--- src/rtl/mul_pkg.sv ---
// Shared types and helpers for the sequential RISC-V M-extension multiplier.
package mul_pkg;

  typedef enum logic [1:0] {
    OP_MUL    = 2'd0,
    OP_MULH   = 2'd1,
    OP_MULHSU = 2'd2,
    OP_MULHU  = 2'd3
  } mul_op_e;

  typedef enum logic [1:0] {
    IDLE,
    CALC,
    SIGN
  } mul_state_e;

  function automatic logic is_signed_a(mul_op_e op);
    return (op == OP_MULH) || (op == OP_MULHSU);
  endfunction

  function automatic logic is_signed_b(mul_op_e op);
    return op == OP_MULH;
  endfunction

endpackage

--- src/rtl/mul_seq_step.sv ---
// One shift-add iteration: folds the next multiplier chunk into a right-shifting accumulator.
module mul_seq_step #(
  parameter int XLEN           = 32,
  parameter int BITS_PER_CYCLE = 1
) (
  input  logic [2*XLEN-1:0] acc,
  input  logic [XLEN-1:0]   a_mag,
  input  logic [XLEN-1:0]   mplier,
  output logic [2*XLEN-1:0] acc_nxt,
  output logic [XLEN-1:0]   mplier_nxt
);

  localparam int PW = XLEN + BITS_PER_CYCLE;
  localparam int SW = 2*XLEN + BITS_PER_CYCLE;

  logic [PW-1:0] pp;
  logic [SW-1:0] sum;

  // Partial product lands in the top half, then everything shifts down one chunk;
  // after N steps the accumulator holds the full product without a variable shifter.
  always_comb begin
    pp         = {{BITS_PER_CYCLE{1'b0}}, a_mag} * {{XLEN{1'b0}}, mplier[BITS_PER_CYCLE-1:0]};
    sum        = {{BITS_PER_CYCLE{1'b0}}, acc} + {pp, {XLEN{1'b0}}};
    acc_nxt    = sum[SW-1:BITS_PER_CYCLE];
    mplier_nxt = mplier >> BITS_PER_CYCLE;
  end

endmodule

--- src/rtl/mul_seq.sv ---
// Sequential multiplier for MUL/MULH/MULHSU/MULHU with start/busy/done handshake and flush.
module mul_seq
  import mul_pkg::*;
#(
  parameter int XLEN           = 32,
  parameter int BITS_PER_CYCLE = 1
) (
  input  logic              clk,
  input  logic              rst_n,
  input  logic              start,
  input  logic              flush,
  input  mul_op_e           op,
  input  logic [XLEN-1:0]   a,
  input  logic [XLEN-1:0]   b,
  output logic              busy,
  output logic              done,
  output logic [2*XLEN-1:0] product,
  output logic [XLEN-1:0]   result
);

  localparam int N  = XLEN / BITS_PER_CYCLE;
  localparam int CW = $clog2(N + 1);

  if ((XLEN % 2) != 0 || XLEN < 8) begin : g_bad_xlen
    $error("mul_seq: XLEN must be even and >= 8");
  end
  if (BITS_PER_CYCLE < 1 || (XLEN % BITS_PER_CYCLE) != 0) begin : g_bad_bpc
    $error("mul_seq: BITS_PER_CYCLE must divide XLEN");
  end

  mul_state_e        state, state_nxt;
  logic [CW-1:0]     cnt;
  mul_op_e           op_q;
  logic              neg_q;
  logic [XLEN-1:0]   a_mag_q, mplier_q;
  logic [2*XLEN-1:0] acc_q, acc_nxt, prod_sgn;
  logic [XLEN-1:0]   mplier_nxt, a_mag, b_mag;
  logic              sa, sb, accept, fin;

  mul_seq_step #(
    .XLEN          (XLEN),
    .BITS_PER_CYCLE(BITS_PER_CYCLE)
  ) u_step (
    .acc       (acc_q),
    .a_mag     (a_mag_q),
    .mplier    (mplier_q),
    .acc_nxt   (acc_nxt),
    .mplier_nxt(mplier_nxt)
  );

  always_comb begin
    sa       = is_signed_a(op) & a[XLEN-1];
    sb       = is_signed_b(op) & b[XLEN-1];
    a_mag    = sa ? -a : a;
    b_mag    = sb ? -b : b;
    prod_sgn = neg_q ? -acc_q : acc_q;
  end

  always_ff @(posedge clk or negedge rst_n) begin
    if (!rst_n) state <= IDLE;
    else        state <= state_nxt;
  end

  always_comb begin
    state_nxt = state;
    accept    = 1'b0;
    fin       = 1'b0;
    busy      = (state != IDLE);
    unique case (state)
      IDLE: if (start && !flush) begin
        accept    = 1'b1;
        state_nxt = CALC;
      end
      CALC: begin
        if (flush)                 state_nxt = IDLE;
        else if (cnt == CW'(1))    state_nxt = SIGN;
      end
      SIGN: begin
        state_nxt = IDLE;
        fin       = !flush;
      end
      default: state_nxt = IDLE;
    endcase
  end

  always_ff @(posedge clk or negedge rst_n) begin
    if (!rst_n) begin
      done     <= 1'b0;
      product  <= '0;
      result   <= '0;
      cnt      <= '0;
      op_q     <= OP_MUL;
      neg_q    <= 1'b0;
      a_mag_q  <= '0;
      mplier_q <= '0;
      acc_q    <= '0;
    end else begin
      done <= fin;
      if (accept) begin
        op_q     <= op;
        neg_q    <= sa ^ sb;
        a_mag_q  <= a_mag;
        mplier_q <= b_mag;
        acc_q    <= '0;
        cnt      <= CW'(N);
      end else if (state == CALC && !flush) begin
        acc_q    <= acc_nxt;
        mplier_q <= mplier_nxt;
        cnt      <= cnt - CW'(1);
      end
      if (fin) begin
        product <= prod_sgn;
        result  <= (op_q == OP_MUL) ? prod_sgn[XLEN-1:0] : prod_sgn[2*XLEN-1:XLEN];
      end
    end
  end

endmodule

--- config.mk ---
export PLATFORM = sky130hd
export DESIGN_NAME = mul_seq
export DESIGN_NICKNAME = d
export VERILOG_FILES = /design/src/rtl/mul_pkg.sv /design/src/rtl/mul_seq_step.sv /design/src/rtl/mul_seq.sv
export SDC_FILE = /design/constraint.sdc
export NUM_CORES = 1
export LEC_CHECK = 0
export CORE_ASPECT_RATIO = 1.2
export CORE_MARGIN = 2
export CORE_UTILIZATION = 40
export DETAILED_ROUTE_END_ITERATION = 10
export SLEW_MARGIN = 0
export SYNTH_ARGS = -nofsm -noshare
export SYNTH_HDL_FRONTEND = slang
export SYNTH_SLANG_ARGS = --single-unit
--- constraint.sdc ---
create_clock -name clk -period 3.21 [get_ports clk]
set_input_delay 0.4815 -clock clk [delete_from_list [all_inputs] [get_ports clk]]
set_output_delay 0.4815 -clock clk [all_outputs]
set_load 0.01 [all_outputs]
After elaboration in Yosys (flattened, before gate mapping)

Index checks and enable logic that the tools add are counted.

Bits in registers: 236
Latch bits: 0
Memory bits (writable): 0
Memory bits (read-only): 0
Bits of input ports: 70
Output and inout port bits: 98
Word-level logic and storage cells: 52
Memories kept: 0

$add $sub $neg: 5
Multiply operators: 1
Div/mod/pow operators: 0
$lt $le $gt $ge: 0
Eq/ne operators: 7
Shift operators: 0
Multiplexer cells: 17
Bitwise gates (word level): 3
Reductions and logical operators: 9

Operators by type and width:

| operator                                                               | count |
|---|---|
| 64-bit 2-to-1 mux                                                      | 3 |
| 32-bit 2-to-1 mux                                                      | 5 |
| 64-bit by 65-bit adder with 65-bit output                              | 1 |
| 32-bit negator                                                         | 2 |
| 64-bit negator                                                         | 1 |
| 32-bit by 1-bit multiplier with 33-bit output                          | 1 |
| 6-bit 2-to-1 mux                                                       | 2 |
| 6-bit by 1-bit equality test with 1-bit output (second input constant) | 1 |
| 2-bit 2-to-1 mux                                                       | 3 |
| 6-bit by 1-bit subtractor with 6-bit output (second input constant)    | 1 |
| 2-bit by 1-bit equality test with 1-bit output (second input constant) | 2 |
| 2-bit equality test (second input constant)                            | 2 |
| 2-bit zero test                                                        | 2 |
| 2-bit case mux with 2 select lines                                     | 1 |
| 2-bit nonzero test                                                     | 2 |
| 1-bit 2-to-1 mux                                                       | 3 |
| 3-bit != test (second input constant)                                  | 1 |
| 1-bit AND                                                              | 2 |
| 1-bit logical AND                                                      | 2 |
| 2-bit != test (second input constant)                                  | 1 |
| 2-bit AND reduction                                                    | 1 |
| 1-bit zero test                                                        | 1 |
| 1-bit logical OR                                                       | 1 |
| 1-bit bitwise XOR                                                      | 1 |

Logic depth before layout (Yosys ltp)

Gate-level depths: netlist of run 1.

Depth after elaboration: 5
Depth in mapped cells: 13
Mapped depth without buffers: 12

Hierarchy

From an unflattened synthesis of run 1, not the netlist that was laid out.

Cell total of the unflattened synthesis: 1770
Area total of the unflattened synthesis: 15000.6 um^2

Modules (own cells, without submodules):

| module       | times used | cells each | area an instance (um^2) |
|---|---|---|---|
| mul_seq      | 1          | 1384       | 12328.1 |
| mul_seq_step | 1          | 386        | 2672.6 |

Worst setup path before layout of run 1

Ideal clock, no wire load.

Path kind: flip-flop to flip-flop
Start point: register mplier_q[0]
End point: register acc_q[59]
Setup time: 0.133 ns
Arrival: 2.751 ns
Data required time: 3.077 ns
Slack: 0.326 ns
Stages on the path, launching flop included: 14
Path buffers: 1
Period minus slack after synthesis: 2.884 ns
Cell sequence: dfrtp_1 > clkbuf_1 > and2_1 > ha_1 > inv_1 > fa_1 > nor2b_1 > o211ai_1 > a31oi_1 > nor3_1 > or3_1 > o311ai_1 > xnor2_1 > o21ai_0

Cells in the longest elaborated chain, start to end: 4

Ends and longest elaborated chain:

| item                                          | line               | source |
|---|---|---|
| start, declared                               | mul_seq.sv:35      | `logic [XLEN-1:0] a_mag_q, mplier_q;` |
| start signal, assigned                        | mul_seq.sv:103     | `mplier_q <= b_mag;` |
| start signal, assigned                        | mul_seq.sv:108     | `mplier_q <= mplier_nxt;` |
| 32-bit by 1-bit multiplier with 33-bit output | mul_seq_step.sv:22 | `pp = {{BITS_PER_CYCLE{1'b0}}, a_mag} * {{XLEN{1'b0}}, mplier[BITS_PER_CYCLE-1:0]};` |
| 64-bit by 65-bit adder with 65-bit output     | mul_seq_step.sv:23 | `sum = {{BITS_PER_CYCLE{1'b0}}, acc} + {pp, {XLEN{1'b0}}};` |
| 64-bit 2-to-1 mux                             | mul_seq.sv:106     | `end else if (state == CALC && !flush) begin` |
| 64-bit 2-to-1 mux                             | mul_seq.sv:99      | `if (accept) begin` |
| end signal, assigned                          | mul_seq.sv:107     | `acc_q <= acc_nxt;` |
| end, declared                                 | mul_seq.sv:36      | `logic [2*XLEN-1:0] acc_q, acc_nxt, prod_sgn;` |

No other way between the ends. The select of a mux whose other input is x is not followed.
A chain may end at the register's enable or synchronous reset.

Worst setup path after layout of run 1

Start point: register acc_q[33]
End point: register result[25]

Cells in the longest elaborated chain, start to end: 3

Ends and longest elaborated chain:

| item                 | line           | source |
|---|---|---|
| 64-bit negator       | mul_seq.sv:56  | `prod_sgn = neg_q ? -acc_q : acc_q;` |
| 64-bit 2-to-1 mux    | mul_seq.sv:56  |  |
| 32-bit 2-to-1 mux    | mul_seq.sv:113 | `result <= (op_q == OP_MUL) ? prod_sgn[XLEN-1:0] : prod_sgn[2*XLEN-1:XLEN];` |
| end signal, assigned | mul_seq.sv:113 |  |
| end, declared        | mul_seq.sv:18  | `output logic [XLEN-1:0] result` |

No other way between the ends.

==> results_dict.tcl, run 1 <==
set metrics [dict create \
    status "completed" \
    required_ns 3.63 \
    drtIter0Drc 759 \
    grt_pass1_wl_um 67400 \
    power_leakage_nw 7.61 \
    cts_made_buffers 25 \
    clk_path_buf_depth 3 \
    syn2layout_area_growth_pct 25.1 \
    grt_max_degree 123 \
    yosysTopAreaCellShare 0.423 \
    powerDensity_nw_per_um2 722 \
    synth.area.top_cells "dfrtp_1, nand2_1, o21ai_0" \
    slew_headroom 0.383 \
    cts_sinks 236 \
    r2r_start "acc_q[33]" \
    n_antenna_cell 0 \
    fin_util 0.511 \
    stdcell_area_um2 17500 \
    synth_seq_cells 236 \
    max_freq_mhz 331 \
    start_util 0.408 \
    crit_path_max_fanout 9 \
    gr-total-overflow 0 \
    synthAdderAreaFrac 0.0355 \
    wl_met3_um 1970 \
    n_fill_cell 3288 \
    die_w_um 174 \
    path_class "reg -> reg" \
    ys_top_cells_by_count "nand2_1, dfrtp_1, o21ai_0" \
    die_area_um2 36400 \
    fin_skew_ns 0.0110 \
    dp_hpwl_um 31900 \
    setup_viol_count_final 0 \
    drt-met1-wl_um 18600 \
    end_kind "flip-flop" \
    post-route-drc-count 0 \
    max_cap_viol_count 0 \
    synth_compound_area_frac 0.192 \
    coreArea_um2 34200 \
    met2WireLength_um 19300 \
    min_from "a_mag_q[17]" \
    top_layer "met4" \
    numPortBuffers 167 \
    final_nets 1948 \
    yosys.area_share.simple 0.216 \
    wl_per_cell_um 17.9 \
    yosys-mux-area-fraction 0.00377 \
    layout.cells.non_filler 2314 \
    synthFlopType "dfrtp_1" \
    dp_cells 2267 \
    synth_top_area_cell "dfrtp_1" \
    finalHoldWorstSlack_ns 0.469 \
    io_pins 168 \
    fin_ws_ns 0.185 \
    drv_slew 0 \
    syn_inst 1652 \
    fp-row-count 74 \
    arrival_ns 3.44 \
    synthDistinctLibCells 79 \
    ys_seq_area_frac 0.423 \
    post-place-ws_ns -0.0761 \
    avgViaCountPerCell 5.42 \
    die_h_um 209 \
    clock_latency_ns 0.53 \
    synth.most_common_cell "nand2_1" \
    grt_pass1_vias 12500 \
    vias 12500 \
    ir_worst_vdd_mv 0.623 \
    gp_congestion 0.883 \
    final-hold-violation-count 0 \
    dpl_cell_area_um2 16600 \
    crit_start "acc_q[33]" \
    cts_root_buf "clkbuf_16" \
    synth-async-reset-ratio 1.00 \
    hold_class "reg -> reg" \
    h-tree-depth 1 \
    grt_usage 0.228 \
    antenna_found_initial 0 \
    fin_crit_sh 0.942 \
    syn_area_per_cell_um2 8.44 \
    synth_top_family_by_area "simple AND/OR/NAND/NOR gates" \
    synth_area_um2 14000 \
    clk_pin_slew_ns 0.06 \
    cts_tree "yes" \
    drive_above_1_share 0.0926 \
    drt_first_pass_iters 5 \
    fin_crit_ns 3.03 \
    rsz0062_at_grt "false" \
    critPathLaunchType "flip-flop" \
    antenna_left 0 \
    synth.net_count 1761 \
    wirelength_um 41400 \
    synthXorXnorAreaFrac 0.0953 \
    synth_enable_flop_cells 0 \
    tns_ns 0 \
    power_mw 12.6 \
    worst_slew_pin_slew_ns 0.925 \
    yosysWarnings 0 \
]
## layer usage
metal	global-route usage	vias to the layer above
met2	0.380	323
met5	0	-
met1	0.306	6002
met3	0.0271	74
li1	-	6145
met4	0.0855	0
## area by class of cell
type,count,area [um^2],share of cell area
repair buffers,260,2410,0.138
clock inverters,11,121,0.00695
inverters,25,93.8,0.00538
flip-flops and latches,236,5910,0.338
clock buffers,35,723,0.0414
multi-input cells,1291,7620,0.437
well taps,456,571,0.0327
## cells by family (layout without fill, tap and decap cells)
family | after synthesis | after routing
adders and majority gates | 39 | 39
and+or+nand+nor | 647 | 647
AOI/OAI and AO/OA | 449 | 449
buffers and inverters | 125 | 331
muxes | 5 | 5
DFF | 236 | 236
xor gates and xnor gates | 151 | 151
## worst max-delay path, stage by stage, from the launching register on
cell and delay, ns:
dfrtp_1 0.43, or4_1 0.65, nor4b_4 0.43, nand2b_1 0.14, or4_1 0.60, o21ai_1 0.22, xor2_1 0.20, nand2_1 0.07
a22o_1 0.18
## report_power, final
group | total (mW) | switching (mW) | internal [mW]
Clock | 2.98 | 1.24 | 1.74
Sequential | 4.24 | 0.668 | 3.57
Combinational | 5.39 | 3.13 | 2.26
Total | 12.6 | 5.03 | 7.57
## cell usage in the layout (no fill, tap or decap), drive strengths merged, types with 38 or more instances in the layout
cell and n:
a21oi 104, buf 93, nand2 347, xnor2 60, dfrtp 236, clkdlybuf4s50 166, o21ai 195, xor2 91
ha 38, nor2 96
## sequential cells by signal (all words and copies together) (netlist names)
register	flops
acc_q	64
product	64
a_mag_q	32
mplier_q	32
result	32
cnt	6
op_q	2
state	2
done	1
neg_q	1
## what timing repair did
item	CTS	global route
setup endpoints to repair	0	7
buffers inserted	0	0
hold endpoints to repair	42	0
resized for setup	0	7
hold buffers	1	0
## path summary, 6_finish.rpt
path                                     end  slack (ns)  depth (start not counted)
min in group asynchronous           acc_q[8]        0.53                          2
worst min-delay path             a_mag_q[17]        0.47                          2
worst max-delay path              result[25]        0.18                          8
worst min register to register   a_mag_q[17]        0.47                          2
worst max register to register    result[25]        0.18                          8
max in group asynchronous       mplier_q[14]        1.88                          3
No activity file was read; power rests on OpenSTA's default activity.
==> run 2, diff against run 1 <==
==> constraint.sdc (replaced) <==
create_clock -name clk -period 3.4 [get_ports clk]
set_input_delay 0.51 -clock clk [delete_from_list [all_inputs] [get_ports clk]]
set_output_delay 0.51 -clock clk [all_outputs]
set_load 0.01 [all_outputs]
==> run 2 against run 1 <==
Against the previous run: highest routed layer unchanged; fmax shrank 5.9%; critical path depth increased by 3; global-route usage decreased by 0.23 points; combinational power shrank 7.2%; cell count fell by 0.91%; critical path type unchanged; non-clock buffer count decreased by 22; routed wire length shrank 1.1%; die area unchanged; sequential share of layout area increased by 0.090 points; core utilization down 0.14 points; largest power group unchanged; register-to-register slack is essentially flat.
==> results_dict.tcl, run 2 (synthesized netlist as in run 1, its figures left out) <==
set metrics [dict create \
    cts_root_buf "clkbuf_16" \
    n_antenna_cell 0 \
    vias 12500 \
    reg_top3 "acc_q (64), product (64)" \
    fin_crit_ns 3.22 \
    ir_worst_vdd_mv 0.525 \
    antenna_left 0 \
    grt_max_degree 109 \
    cts_made_buffers 26 \
    cts_sinks 236 \
    grt_pass1_vias 12300 \
    crit_path_max_fanout 7 \
    max_cap_viol_count 0 \
    required_ns 3.79 \
    drt_first_pass_iters 5 \
    gr-total-overflow 0 \
    critPathLaunchType "flip-flop" \
    final_nets 1927 \
    die_area_um2 36400 \
    wirelength_um 40900 \
    path_class "reg -> reg" \
    grt_usage 0.226 \
    fin_util 0.509 \
    status "completed" \
    crit_start "mplier_q[0]" \
    drtIter0Drc 706 \
    grt_pass1_wl_um 66600 \
    arrival_ns 3.61 \
    dp_cells 2245 \
    clk_path_buf_depth 3 \
    rsz0062_at_grt "false" \
    fin_skew_ns 0.0282 \
    drive_above_1_share 0.0806 \
    hold_class "reg -> reg" \
    avgViaCountPerCell 5.43 \
    slew_headroom 0.338 \
    cts_tree "yes" \
    coreArea_um2 34200 \
    min_from "a_mag_q[30]" \
    setup_viol_count_final 0 \
    powerDensity_nw_per_um2 698 \
    fin_crit_sh 0.946 \
    clock_latency_ns 0.55 \
    mostFrequentLayoutCell "nand2_1" \
    fp-row-count 74 \
    io_pins 168 \
    post-route-drc-count 0 \
    end_kind "flip-flop" \
    start_util 0.408 \
    final-hold-violation-count 0 \
    die_h_um 209 \
    r2r_start "mplier_q[0]" \
    wl_per_cell_um 17.8 \
    h-tree-depth 1 \
    clk_pin_slew_ns 0.06 \
    drv_slew 0 \
    gp_congestion 0.860 \
    worst_slew_pin_slew_ns 0.993 \
    layout.cells.non_filler 2293 \
    die_w_um 174 \
    syn2layout_area_growth_pct 24.8 \
    antenna_found_initial 0 \
    numPortBuffers 167 \
    max_freq_mhz 311 \
    dp_hpwl_um 31400 \
    tns_ns 0 \
    mostFrequentLayoutCells "nand2_1, dfrtp_1, o21ai_0, clkdlybuf4s50_1, a21oi_1" \
    power_leakage_nw 7.56 \
]
[run 2: changes by cell type in the layout (fill, tap and decap cells not counted), moves of 2 or more]
| cell | delta |
|---|---|
| buf_12 | +3 |
| buf_4 | -25 |
| bufinv_16 | +4 |
| clkinvlp_4 | -2 |
| inv_6 | -3 |
| or3_1 | +2 |
| or3_4 | -2 |
[run 2: layer usage]
layer,up-vias,share of wire,GRT usage
met3,78,0.050,0.0293
li1,6103,-,-
met2,337,0.47,0.373
met5,-,0,0
met1,5934,0.44,0.303
met4,0,0.038,0.0835
[run 2: cell type report]
cell class | instances | area [um^2]
Tap cell | 456 | 571
Fill cell | 3252 | 16800
Timing Repair Buffer | 238 | 2290
Multi-Input combinational cell | 1291 | 7590
Clock buffer | 35 | 734
Inverter | 25 | 93.8
Sequential cell | 236 | 5910
Clock inverter | 12 | 221
[run 2: repair_timing]
item / in CTS / in global routing
resized for setup: 0 / 1
hold buffers: 1 / 0
endpoints found under the setup margin: 0 / 1
endpoints found under the hold margin: 63 / 0
setup buffers: 0 / 0
[run 2: worst max-delay path: stages, from the launching register on]
cell and delay, ns:
dfrtp_1 0.42, and2_1 0.17, ha_1 0.17, inv_1 0.06, fa_1 0.38, nor2b_1 0.21, o211ai_1 0.17, a31oi_2 0.27
nor3_1 0.09, or3_1 0.46, o31a_1 0.29, o311ai_0 0.36
[run 2: final timing paths]
path	to	slack (ns)	depth (start not counted)
max	acc_q[63]	0.18	11
min	a_mag_q[30]	0.47	2
max reg2reg	acc_q[63]	0.18	11
min reg2reg	a_mag_q[30]	0.47	2
max in group asynchronous	product[57]	1.92	3
min in group asynchronous	product[18]	0.50	2
[run 2: stage by stage]
stage	power (mW)	setup WS (ns)	hold WS [ns]	area [um^2]
global route	12.9	0.0430	0.496	17400
CTS	12.2	0.165	0.476	17400
global placement	8.97	0.0927	0.455	16400
floorplan	7.02	0.516	0.214	14000
detailed placement	9.03	0.0476	0.463	16400
finish	12.2	0.184	0.470	17400
[run 2: power breakdown]
group          internal (mW)  switching [mW]
Combinational           2.07            2.92
Sequential              3.37           0.640
Clock                   1.97            1.18
Total                   7.41            4.74
==> run 3, diff against run 2 <==
--- a/config.mk
+++ b/config.mk
@@ -13,3 +13,4 @@
 export SYNTH_ARGS = -nofsm -noshare
 export SYNTH_HDL_FRONTEND = slang
 export SYNTH_SLANG_ARGS = --single-unit
+export TNS_END_PERCENT = 50
==> results of run 3 <==
Same layout as run 2: the final DEF is identical, and so are final timing and power.
